===== src/rtl/uart_pkg.sv =====
// Shared definitions for the UART transmitter: FSM state encoding and
// frame-shape constants.
package uart_pkg;

    typedef enum logic [1:0] {
        IDLE  = 2'd0,
        START = 2'd1,
        DATA  = 2'd2,
        STOP  = 2'd3
    } tx_state_e;

    localparam int unsigned DEFAULT_CLKS_PER_BIT = 868;
    localparam int unsigned DATA_BITS            = 8;
    localparam int unsigned STOP_BITS            = 1;
    localparam int unsigned FRAME_BITS           = 1 + DATA_BITS + STOP_BITS;

    // Width needed to count 0..n-1 (at least one bit).
    function automatic int unsigned cnt_width(input int unsigned n);
        return (n > 1) ? $clog2(n) : 1;
    endfunction

endpackage


===== src/rtl/uart_tx_fifo.sv =====
// Small byte FIFO in front of the serializer. The head entry is read
// combinationally so the FSM can load it on the same edge it pops.
module uart_tx_fifo #(
    parameter int unsigned DEPTH = 4,
    parameter int unsigned WIDTH = 8
) (
    input  logic                     clk,
    input  logic                     rst,
    input  logic                     push_i,
    input  logic [WIDTH-1:0]         push_data_i,
    input  logic                     pop_i,
    output logic [WIDTH-1:0]         head_o,
    output logic                     full_o,
    output logic                     empty_o,
    output logic [$clog2(DEPTH):0]   count_o
);

    localparam int unsigned PTR_W = (DEPTH > 1) ? $clog2(DEPTH) : 1;

    logic [WIDTH-1:0] mem_q [DEPTH];
    logic [PTR_W-1:0] wr_ptr_q, wr_ptr_d;
    logic [PTR_W-1:0] rd_ptr_q, rd_ptr_d;
    logic [PTR_W:0]   count_q, count_d;
    logic             push_en;
    logic             pop_en;

    assign full_o  = (count_q == (PTR_W+1)'(DEPTH));
    assign empty_o = (count_q == '0);
    assign count_o = count_q;
    assign head_o  = mem_q[rd_ptr_q];

    assign push_en = push_i && !full_o;
    assign pop_en  = pop_i && !empty_o;

    // DEPTH is a power of two, so the pointers wrap by natural overflow.
    always_comb begin
        wr_ptr_d = wr_ptr_q;
        rd_ptr_d = rd_ptr_q;
        count_d  = count_q;
        if (push_en) begin
            wr_ptr_d = wr_ptr_q + 1'b1;
        end
        if (pop_en) begin
            rd_ptr_d = rd_ptr_q + 1'b1;
        end
        case ({push_en, pop_en})
            2'b10:   count_d = count_q + 1'b1;
            2'b01:   count_d = count_q - 1'b1;
            default: count_d = count_q;
        endcase
    end

    always_ff @(posedge clk) begin
        if (!rst) begin
            wr_ptr_q <= '0;
            rd_ptr_q <= '0;
            count_q  <= '0;
        end else begin
            wr_ptr_q <= wr_ptr_d;
            rd_ptr_q <= rd_ptr_d;
            count_q  <= count_d;
        end
    end

    always_ff @(posedge clk) begin
        if (push_en) begin
            mem_q[wr_ptr_q] <= push_data_i;
        end
    end

endmodule


===== src/rtl/uart_tx.sv =====
// Buffered 8N1 UART transmitter: byte FIFO feeding a start/data/stop
// serializer with a registered line output and back-to-back frames.
module uart_tx
    import uart_pkg::*;
#(
    parameter int unsigned CLKS_PER_BIT = DEFAULT_CLKS_PER_BIT,
    parameter int unsigned FIFO_DEPTH   = 4
) (
    input  logic       clk,
    input  logic       rst,
    input  logic [7:0] tx_data,
    input  logic       tx_valid,
    output logic       tx_ready,
    output logic       tx,
    output logic       busy
);

    localparam int unsigned        BAUD_W    = cnt_width(CLKS_PER_BIT);
    localparam logic [BAUD_W-1:0]  BAUD_LAST = BAUD_W'(CLKS_PER_BIT - 1);
    localparam logic [2:0]         BIT_LAST  = 3'(DATA_BITS - 1);

    tx_state_e             state_q, state_d;
    logic [BAUD_W-1:0]     baud_q, baud_d;
    logic [2:0]            bit_idx_q, bit_idx_d;
    logic [7:0]            shift_q, shift_d;
    logic                  tx_q, tx_d;
    logic                  en_q;

    logic                        fifo_push;
    logic                        fifo_pop;
    logic [7:0]                  fifo_head;
    logic                        fifo_full;
    logic                        fifo_empty;
    logic [$clog2(FIFO_DEPTH):0] fifo_count;
    logic                        bit_done;

    // en_q keeps tx_ready low throughout reset and only from registers.
    assign tx_ready  = en_q && !fifo_full;
    assign fifo_push = tx_valid && tx_ready;
    assign busy      = (state_q != IDLE) || (fifo_count != '0);
    assign tx        = tx_q;
    assign bit_done  = (baud_q == BAUD_LAST);

    uart_tx_fifo #(
        .DEPTH (FIFO_DEPTH),
        .WIDTH (8)
    ) u_fifo (
        .clk         (clk),
        .rst         (rst),
        .push_i      (fifo_push),
        .push_data_i (tx_data),
        .pop_i       (fifo_pop),
        .head_o      (fifo_head),
        .full_o      (fifo_full),
        .empty_o     (fifo_empty),
        .count_o     (fifo_count)
    );

    always_comb begin
        state_d   = state_q;
        baud_d    = baud_q;
        bit_idx_d = bit_idx_q;
        shift_d   = shift_q;
        tx_d      = tx_q;
        fifo_pop  = 1'b0;

        case (state_q)
            IDLE: begin
                tx_d      = 1'b1;
                baud_d    = '0;
                bit_idx_d = '0;
                if (!fifo_empty) begin
                    fifo_pop = 1'b1;
                    shift_d  = fifo_head;
                    tx_d     = 1'b0;
                    state_d  = START;
                end
            end

            START: begin
                if (bit_done) begin
                    baud_d    = '0;
                    bit_idx_d = '0;
                    tx_d      = shift_q[0];
                    shift_d   = shift_q >> 1;
                    state_d   = DATA;
                end else begin
                    baud_d = baud_q + 1'b1;
                end
            end

            DATA: begin
                if (bit_done) begin
                    baud_d = '0;
                    if (bit_idx_q == BIT_LAST) begin
                        tx_d    = 1'b1;
                        state_d = STOP;
                    end else begin
                        bit_idx_d = bit_idx_q + 1'b1;
                        tx_d      = shift_q[0];
                        shift_d   = shift_q >> 1;
                    end
                end else begin
                    baud_d = baud_q + 1'b1;
                end
            end

            STOP: begin
                if (bit_done) begin
                    baud_d    = '0;
                    bit_idx_d = '0;
                    // Chain straight into the next start bit when data is waiting.
                    if (!fifo_empty) begin
                        fifo_pop = 1'b1;
                        shift_d  = fifo_head;
                        tx_d     = 1'b0;
                        state_d  = START;
                    end else begin
                        tx_d    = 1'b1;
                        state_d = IDLE;
                    end
                end else begin
                    baud_d = baud_q + 1'b1;
                end
            end

            default: begin
                tx_d    = 1'b1;
                state_d = IDLE;
            end
        endcase
    end

    always_ff @(posedge clk) begin
        if (!rst) begin
            state_q   <= IDLE;
            baud_q    <= '0;
            bit_idx_q <= '0;
            shift_q   <= '0;
            tx_q      <= 1'b1;
            en_q      <= 1'b0;
        end else begin
            state_q   <= state_d;
            baud_q    <= baud_d;
            bit_idx_q <= bit_idx_d;
            shift_q   <= shift_d;
            tx_q      <= tx_d;
            en_q      <= 1'b1;
        end
    end

endmodule


===== config.mk =====
export PLATFORM = sky130hd
export DESIGN_NAME = uart_tx
export DESIGN_NICKNAME = d
export VERILOG_FILES = /design/src/rtl/uart_pkg.sv /design/src/rtl/uart_tx_fifo.sv /design/src/rtl/uart_tx.sv
export SDC_FILE = /design/constraint.sdc
export NUM_CORES = 1
export LEC_CHECK = 0
export ABC_AREA = 1
export CAP_MARGIN = 30
export CORE_AREA = 2 2 75 77
export DETAILED_ROUTE_END_ITERATION = 10
export DIE_AREA = 0 0 77 79
export GPL_TIMING_DRIVEN = 0
export PLACE_DENSITY = 0.78
export SLEW_MARGIN = 20
export SYNTH_ARGS = -nofsm -noshare
export SYNTH_HDL_FRONTEND = slang
export SYNTH_HIERARCHICAL = 1
export SYNTH_SLANG_ARGS = --single-unit

===== constraint.sdc =====
create_clock -name clk -period 2.8 [get_ports clk]
set_input_delay 0.42 -clock clk [delete_from_list [all_inputs] [get_ports clk]]
set_output_delay 0.42 -clock clk [all_outputs]
set_load 0.03 [all_outputs]

* Word level (Yosys, flattened, before mapping)
Memory sizes are Yosys's and may differ from the RTL's. A register that Yosys moved wholly into a read port is not among the register bits.
Cells that the tools add are included.
** Cells by class
- Magnitude comparators :: 0
- Bitwise logic cells :: 0
- Eq/ne operators :: 15
- Shift-type cells :: 0
- Div/mod/pow operators :: 0
- $mul :: 0
- Reductions and logical operators :: 18
- Multiplexer cells :: 34
- Add/sub/neg operators :: 6
** Operators by type and width (number)
- 8-bit 2-to-1 mux :: 5
- 8-bit case mux with 4 select lines :: 1
- 10-bit case mux with 2 select lines :: 1
- 2-bit 2-to-1 mux :: 7
- 2-bit != test (second input constant) :: 6
- 1-bit 2-to-1 mux :: 11
- 10-bit by 1-bit adder with 10-bit output (second input constant) :: 1
- 10-bit == test (second input constant) :: 1
- 10-bit 2-to-1 mux :: 1
- 3-bit 2-to-1 mux :: 3
- 3-bit case mux with 3 select lines :: 1
- 2-bit case mux with 4 select lines :: 1
- 3-bit by 1-bit adder with 3-bit output (second input constant) :: 2
- 2-bit == test (second input constant) :: 3
- 3-bit == test (second input constant) :: 2
- 3-bit case mux with 2 select lines :: 1
- 3-bit AND reduction :: 2
- 5-bit AND reduction :: 1
- 2-bit by 1-bit adder with 2-bit output (second input constant) :: 2
- 2-bit by 1-bit == test with 1-bit output (second input constant) :: 2
- 1-bit logical AND :: 4
- 1-bit case mux with 4 select lines :: 1
- 4-bit AND reduction :: 1
- 2-bit nonzero test :: 2
- other kinds (10) :: 11
** Word-level totals
- Word-level logic and storage cells :: 83
- Memories :: 1
- Bits in latches :: 0
- Bits in registers :: 32
- Bits in read-only memories :: 0
- Input port bits :: 11
- Output and inout port bits :: 3
- RAM bits :: 32
** Memory list
- u_fifo.mem_q :: depth 4, width 8, read ports 1, clocked after memory_dff 1, wr ports 1, RTL line uart_tx_fifo.sv:20 : logic [WIDTH-1:0] mem_q [DEPTH];

* Depth between registers and ports, before layout
Gate-level depths: netlist (run 1).
- Depth in word-level cells :: 7
- Gate-level depth with buffers :: 17
- Mapped depth without buffers :: 17

* Modules after synthesis
Netlist (run 1), hierarchy kept.
** By module, submodules not included
- uart_tx_fifo :: area an instance 1691.6 µm², sequential area each 1141.1 µm², times used 1, cells an instance 146
- uart_tx :: area an instance 1412.6 µm², sequential area each 500.5 µm², times used 1, cells an instance 186

* Least setup slack after synthesis (run 1)
OpenSTA, ideal clock, no wires.
- Path type :: register -> register
- Start point :: reg state_q[0]
- End point :: reg u_fifo.count_q[2], in the netlist u_fifo/count_o[2]
- Slack :: 492 ps
- Stages on the path, launching flop included :: 17
- Setup time :: 113 ps
- Clock period less this slack :: 2308 ps
- Buffers on the path :: 1
- Arrival :: 2195 ps
- Data required time :: 2687 ps
- Path through :: dfxtp_1 inv_1 ha_1 buf_4 nor2_1 o21a_1 nand2_1 inv_1 ha_1 inv_1 fa_1 inv_1 nand2_1 nand3_1 nand2_1 nand2_1 nor2_1
** Between the ends
- Cells in the longest elaborated chain, start to end :: 5
- Elaborated cells on any way between the ends :: 8
- Those cells by class :: eq/ne (3); mux (2); reduce/logical (3)
** RTL lines
- start, declared :: RTL line uart_tx.sv:22 : tx_state_e state_q, state_d;
- start signal, assigned :: RTL line uart_tx.sv:143 : state_q <= state_d;
- 2-bit == test / 2-bit logical NOT (equally long branches) :: RTL line uart_tx.sv:67 : case (state_q)
- 1-bit case mux with 2 select lines (*) :: RTL line uart_tx.sv:67
- net fifo_pop :: RTL line uart_tx.sv:30 : logic fifo_pop;
- 1-bit logical AND (*) :: RTL line uart_tx_fifo.sv:33 : assign pop_en = pop_i && !empty_o;
- net u_fifo.pop_en :: RTL line uart_tx_fifo.sv:25 : logic pop_en;
- 2-bit by 1-bit == test with 1-bit output / 2-bit == test (equally long branches) :: RTL line uart_tx_fifo.sv:46 : case ({push_en, pop_en})
- 3-bit case mux with 2 select lines / 2-bit nonzero test (equally long branches)
- end signal, assigned :: RTL line uart_tx_fifo.sv:61 : count_q <= count_d;
- end, declared :: RTL line uart_tx_fifo.sv:23 : logic [PTR_W:0] count_q, count_d;
Mark *: on every way through the listed nets, which the timed path passes. The rest lies on a longest branch.
A chain may end at the register's enable or synchronous reset.

* Final worst setup path (run 1)
- Start point :: reg state_q[1]
- End point :: reg u_fifo.count_q[2], in the netlist u_fifo/count_o[2]
Same word-level chain as after synthesis.

==> summary by stage, run 1 <==
Power
The switching share of power is 38.8%. Internal power comes to 2.13 mW. The clock network fraction of total power is 22.3%. Sequential cells burn 35.9% of the power.

Summing internal, switching and leakage power gives 3.48 mW. The leakage component of the power is 1.38 nW. The combinational share of power is 41.8%. The analysis attributes to net switching a power of 1.35 mW. The largest voltage drop on the vdd net is 616 uV. Dividing total power by cell area gives a power density of 988 nW/um2.

Run
The max-capacitance violation count is 0.

Synthesis
Counting flops and latches in the post-synthesis netlist gives 66. The sequential area share after synthesis is 52.9%. In the synthesized netlist, the number of instances is 332.

The share of cell area taken by muxes after synthesis is 2.26%. For this run, the number of Yosys warnings is 6. Counting distinct cell types in the post-synthesis netlist gives 38. Of all flip-flops after synthesis, the portion carrying an async set or reset was 0%. The cell area after technology mapping is 3100 um2. The dominant combinational cell family by area after synthesis is simple AND/OR/NAND/NOR gates.

The number of nets handed over by synthesis was 357. The post-synthesis share of cell area spent on xor and xnor gates is 0.846%. Among all flip-flop cells after synthesis, the most frequent one is dfxtp_1. The synthesized netlist devotes 8.14% of its cell area to compound gates. The fraction of the mapped netlist area in adder cells is 5.88%. The fraction of the mapped netlist area in simple logic gates is 22.4%. The number of synthesized flops with an enable pin is 32. A synthesized cell averages 9.35 um2.

Routing
The average routed wire per standard cell is 12.5 um. The total vias in the final route is 2206. Wires add up to 5.42 mm.

The total iterations of the first detailed-routing run is 4. After detailed routing, the number of vias per cell comes to 5.11. The DRC violation total after the first TritonRoute iteration is 128.

The count of nets left with antenna violations once routing finished came out at 0. The final routed DRC violation total is 0.

Global route
The first-pass GRT wire length is 9.08 mm. Global routing used 19.4% of the available tracks across all layers. Global routing finished with a remaining overflow of 0. Entering global routing, the biggest net connects 13 pins. The number of global-route vias before repair was 2049. The initial antenna violation count came to 0.

STA
Of the available clock period, the critical path in the final layout requires 89.5%. Between clock sinks in the finished design, the worst skew comes to 0.00818 ns. The relative slew slack is 47.3%. The number of pins exceeding their max-slew limit in the final report came to 0. The transition time at the pin with the least slew margin is 0.788 ns. The clock period minus final worst setup slack is 2.51 ns. Setup violations remaining at the end of the flow were counted as 0. The sum of negative setup slack is 0 ns.

Setup repair after global routing left no endpoint under its margin. The upper clock frequency limit is 399 MHz. The number of hold-slack violations in the final timing report is 0.

Floorplanning
The die width is 77 um. After floorplanning, the core was divided into 27 placement rows. For this configuration, the core starts out at a cell density of 58.2%. The die is 79 um tall. After floorplanning, the core was sized to cover 5340 um2. The die covers 6080 um2. In this run the count of I/O pins placed on the die edge is 14.

Clock tree
In this run the clock root is driven by a clkbuf_8. The clock drives 66 sinks. The latest clock arrival within the worst-skew pair is 0.34 ns. The maximum count of clock buffers along a single path is 2.

The number of clock buffers added by TritonCTS is 9. Clock-pin slew was measured on the worst setup and hold paths at 0.07 ns. TritonCTS built the clock tree.

The total of hold buffers inserted after clock tree synthesis is 0. The H-tree generated during clock tree synthesis spans 3 levels.

Worst setup path
The largest fanout of any net on the critical path is 10. The endpoint type of the worst setup path is a flop. The capture instance of the worst register-to-register path is u_fifo/count_o[2]. Data on the critical path arrives at its endpoint at 2.78 ns.

The worst register-to-register path begins at state_q[1]. The worst setup path is launched from a flop. For the worst setup path, the data required time is 3.08 ns. The critical path in this run is classified as reg -> reg.

The worst reg-to-reg path cell count is 15. For flop-to-flop paths, the worst setup slack is 0.29 ns.

Place
Input and output buffers added on the ports amount to 13. The congestion estimate from routability-driven global placement came to 0.755. The wire-length estimate of the detail-placed layout is 3.67 mm.

Min path
The worst hold path depth is 2. The tightest min-delay check is of the reg -> reg type. The worst min-delay path endpoint is shift_q[7]. The startpoint identified for the worst hold timing path is shift_q[7].

Finish
Relative to the synthesized area, the layout overhead comes to 13.4%. The count of inserted antenna diode cells is 0. The final layout net count is 381. In the final layout, the share of cells above drive strength 1 is 12.2%.

Status
The flow ran to the end, and the final reports show no timing, DRC or antenna violations.
critical path: stages, from the launching register on:
cell	delay [ns]
dfxtp_1	0.39
inv_1	0.12
ha_1	0.28
buf_4	0.19
nor2_2	0.13
o21a_1	0.17
nand2_1	0.08
inv_1	0.08
ha_1	0.16
inv_1	0.06
fa_1	0.37
nand2_1	0.08
nand3_1	0.10
nand2_1	0.07
nand2_1	0.04
nor2_1	0.09
metrics by stage:
stage	std cells	instance area [um2]	hold slack, ns	utilization (%)	setup slack, ns
final	432	3520	0.462	66.0	0.295
after global routing	432	3520	0.491	66.0	0.0236
after CTS	432	3520	0.466	65.9	0.235
after detailed placement	417	3320	0.455	62.3	0.253
after global placement	417	3320	0.452	62.3	0.324
after floorplan	332	3100	0.441	-	0.492
how the worst max path moves through the flow:
stage	end	slack, ns	depth (start not counted)	from
after CTS	u_fifo/count_o[2]	0.24	15	state_q[0]
after floorplan	u_fifo/count_o[2]	0.49	16	state_q[0]
after global routing	u_fifo/count_o[2]	0.02	15	state_q[1]
after detailed placement	u_fifo/count_o[2]	0.25	15	state_q[0]
final	u_fifo/count_o[2]	0.29	15	state_q[1]
after global placement	u_fifo/mem_q[0][0]	0.32	4	tx_valid
logic make-up after synthesis:
family | Yosys count
muxes | 7
and+or+nand+nor | 144
AOI/OAI and AO/OA | 45
buffers and inverters | 53
xor gates and xnor gates | 3
DFF | 66
adders and majority gates | 14
synthesized netlist by cell type (all sizes together), types with 2 or more instances:
master,instances,area (um2)
a21oi,16,80.1
buf,6,58.8
dfxtp,34,681
edfxtp,32,961
ha,13,163
inv,47,176
mux2i,7,70.1
nand2,58,251
nand3,17,110
nand3b,2,18.8
nand4,9,56.3
nor2,51,211
nor3,3,20.0
nor3b,2,15.0
o21ai,18,101
o22ai,9,56.3
or2,2,12.5
xor2,2,17.5
routing by layer:
| metal | global-route usage [%] | wire length [um] | share of wire [%] |
|---|---|---|---|
| met1 | 23.8 | 2440 | 45 |
| met5 | 0 | 0 | 0 |
| met2 | 32.5 | 2680 | 49 |
| met3 | 5.45 | 213 | 3.9 |
| met4 | 8.04 | 86 | 1.6 |
final cells by class:
cell class	count	area [um2]
Multi-Input combinational cell	213	1230
Sequential cell	66	1640
Clock inverter	6	67.6
Timing Repair Buffer	13	130
Buffer	6	58.8
Fill cell	457	1820
Clock buffer	9	124
Inverter	47	176
Tap cell	72	90.1
sequential cells by signal (all words and copies together), names as in the netlist, named ones only:
name	count
shift_q	8
en_q	1
u_fifo/mem_q	32
tx	1
baud_q	10
u_fifo/count_o	3
u_fifo/wr_ptr_q	2
u_fifo/rd_ptr_q	2
bit_idx_q	3
state_q	2
power groups by stage:
stage / logic, mW / clock network, mW / registers [mW]
5_1_grt: 1.65 / 0.834 / 1.26
3_5_place_dp: 1.44 / 0 / 1.27
2_1_floorplan: 1.14 / 0 / 1.25
4_1_cts: 1.45 / 0.788 / 1.25
6_report: 1.45 / 0.774 / 1.25
3_3_place_gp: 1.40 / 0 / 1.26
timing repair:
action | 4_1_cts | 5_1_grt
setup endpoints to repair | 0 | 1
endpoints found under the hold margin | 0 | 0
buffers inserted | 0 | 0
gates resized for setup | 0 | 3
cell usage in the layout (no fill, tap or decap), drive strengths merged:
master,n
ha,13
nand3,17
o31ai,1
nand2,58
dfxtp,34
nor3,3
nor3b,2
xor2,2
clkbuf,9
mux2i,7
or2,2
nor2,51
nand4,9
o21ai,18
clkinvlp,2
o21a,1
a21oi,16
buf,6
clkdlybuf4s50,13
inv,48
edfxtp,32
nand3b,2
clkinv,2
bufinv,1
xnor2,1
fa,1
o22ai,9
(Power assumes the default switching activity.)
==> run 2: changes to the inputs <==
CORE_AREA = 2 2 98 100   (was 2 2 75 77)
DIE_AREA = 0 0 100 102   (was 0 0 77 79)
PLACE_DENSITY = 0.5   (was 0.78)
==> summary by stage, run 2 (same netlist as run 1, synthesis figures left out) <==
Clock tree
The longest clock path from root to sink contains 2 buffers. The total of hold buffers inserted after clock tree synthesis is 0. After clock tree synthesis, the repair step resized 0 gates. Clock tree synthesis selected as its root buffer the cell clkbuf_8. The clock sink total is 66. Clock-pin slew was measured on the worst setup and hold paths at 0.07 ns. The number of clock buffers added by TritonCTS is 9.

Post-CTS timing repair inserted 0 buffers for setup. The depth of the CTS H-tree is 3. The clock reaches the later pin of the worst-skew pair after 0.34 ns. TritonCTS built the clock tree.

STA
The worst path uses 91.3% of the clock period. For the final database, setup skew stands at 0.00924 ns. The worst pin sits at a relative slew slack of 42.5%.

The worst setup slack after layout is 0.244 ns. The transition time at the pin with the least slew margin is 0.859 ns. The number of pins exceeding their max-slew limit in the final report was 0. The upper clock frequency limit is 391 MHz. The clock period minus final worst setup slack is 2.56 ns. Setup violations remaining at the end of the flow were counted as 0.

The sum of negative setup slack is 0 ns. Setup repair after global routing left no endpoint under its margin. The number of hold-slack violations in the final timing report is 0.

Min path
The classification of the worst-slack hold path is reg -> reg.

Worst setup path
STA puts the critical path data required time at 3.04 ns. The data arrival time of the critical path is 2.79 ns. STA classifies the critical path endpoint as a flop.

The kind of critical path is reg -> reg. The largest fanout of any net on the critical path is 10. STA classifies the critical path startpoint as a flop.

Floorplanning
The die covers 10200 um2. The core box area is 9110 um2. The initial utilization of the core area, before any placement, comes to 34.1%.

The die is 100 um wide. The I/O pin total is 14. After floorplanning, the core was divided into 35 placement rows. The die is 102 um tall.

Finish
More flip-flops sit in one register than any other, and that register is u_fifo/mem_q. The area growth from synthesis to layout is 15.2%. The fraction of final layout cells with drive strength greater than 1 is 11.6%. Leaving out filler cells and counting taps, the final layout contains 472.

The largest registers in the layout are u_fifo/mem_q: 32 flops, baud_q: 10 flops, shift_q: 8 flops. The count of inserted antenna diode cells is 0. The number of flip-flops under the largest register name is 32.

The library cells used most frequently in the layout, excluding fill and tap cells, are nand2_1 (52), nor2_1 (47), inv_1 (44). The net count of the finished layout is 381. Leaving out fill and tap cells, the most frequent cell in the layout is nand2_1.

Global route
Global routing consumed, over all layers together, 12.8% of the routing resources. The initial antenna violation count is 0. The number of global-route vias before repair is 2111. After global routing the overflow that remains totals 0. Entering global routing, the biggest net connects 14 pins. The first global-routing pass estimated 10.0 mm of wire.

Status
The flow ran to the end, and the final reports show no timing, DRC or antenna violations.

Place
The quantity of I/O buffers inserted on ports is 13. The setup slack at placement is 0.216 ns. The estimated wirelength of the detail-placed design is 3.99 mm. The placer's final routability congestion estimate is 0.767. The post-placement cell count is 456.

Routing
The total vias in the final route is 2179. The count of nets left with antenna violations once routing finished came out at 0. After detailed routing, the number of vias per cell comes to 4.62.

For this run, design rule violations remaining after detail routing come to 0. The post-detailed-routing wire length is 5.91 mm. The average routed wire per standard cell is 12.5 um. The first detailed-routing pass took 4 iterations. The first routing iteration left 64 violations.

Power
The leakage component of the power is 1.39 nW. The largest voltage drop on the vdd net is 277 uV. The power per cell area is 979 nW/um2.

Run
Across the run, the number of max-cap violations was 0.
## run 2: changes by cell type in the layout (fill, tap and decap cells not counted)
cell      delta
clkinv_4     +3
dfxtp_1      +2
dfxtp_2      -2
clkinv_2     -1
inv_6        -1
nor2_1       +1
nor2_2       -1
## run 2: per-layer routing
metal,GRT usage (%),up-vias,wire (um)
met3,3.63,9,149
met1,16.0,1002,2900
li1,-,1149,-
met5,0,-,0
met4,5.06,0,104
met2,21.0,19,2760
## run 2: path summary, 6_finish.rpt
kind / from / end / slack (ns) / cells after the start
worst min-delay path: bit_idx_q[2] / bit_idx_q[2] / 0.47 / 2
worst min register to register: bit_idx_q[2] / bit_idx_q[2] / 0.47 / 2
worst max register to register: state_q[0] / u_fifo/count_o[2] / 0.24 / 16
worst max-delay path: state_q[0] / u_fifo/count_o[2] / 0.24 / 16
## run 2: per-stage QoR
stage          area (um2)  hold WS [ns]  utilization [%]  power, mW
3_5_place_dp         3370         0.458             37.0       2.73
5_1_grt              3580         0.492             39.3       3.78
3_3_place_gp         3370         0.451             37.0       2.72
6_report             3580         0.468             39.3       3.50
2_1_floorplan        3100         0.441                -       2.39
4_1_cts              3580         0.471             39.3       3.55
## run 2: where the power goes
part	switching (mW)	leakage [nW]	internal [mW]
registers	0.104	0.568	1.14
logic	0.878	0.724	0.570
clock network	0.391	0.0956	0.416
total	1.37	1.39	2.13
## run 2: worst max-delay path: stages, from the launching register on
cell and delay [ns]:
dfxtp_1 0.40, inv_1 0.12, ha_1 0.30, buf_4 0.19, nor2_1 0.15, o21a_1 0.19
nand2_1 0.09, inv_1 0.08, ha_1 0.17, inv_1 0.07, fa_1 0.38, inv_1 0.06
nand2_1 0.04, nand3_1 0.08, nand2_1 0.05, nand2_1 0.05, nor2_1 0.04
## run 2: area by class of cell
cell class	count	area [um2]
Fill cell	912	5530
Sequential cell	66	1640
Multi-Input combinational cell	213	1230
Inverter	47	176
Tap cell	111	139
Timing Repair Buffer	13	130
Clock buffer	9	124
Clock inverter	7	80.1
Buffer	6	58.8
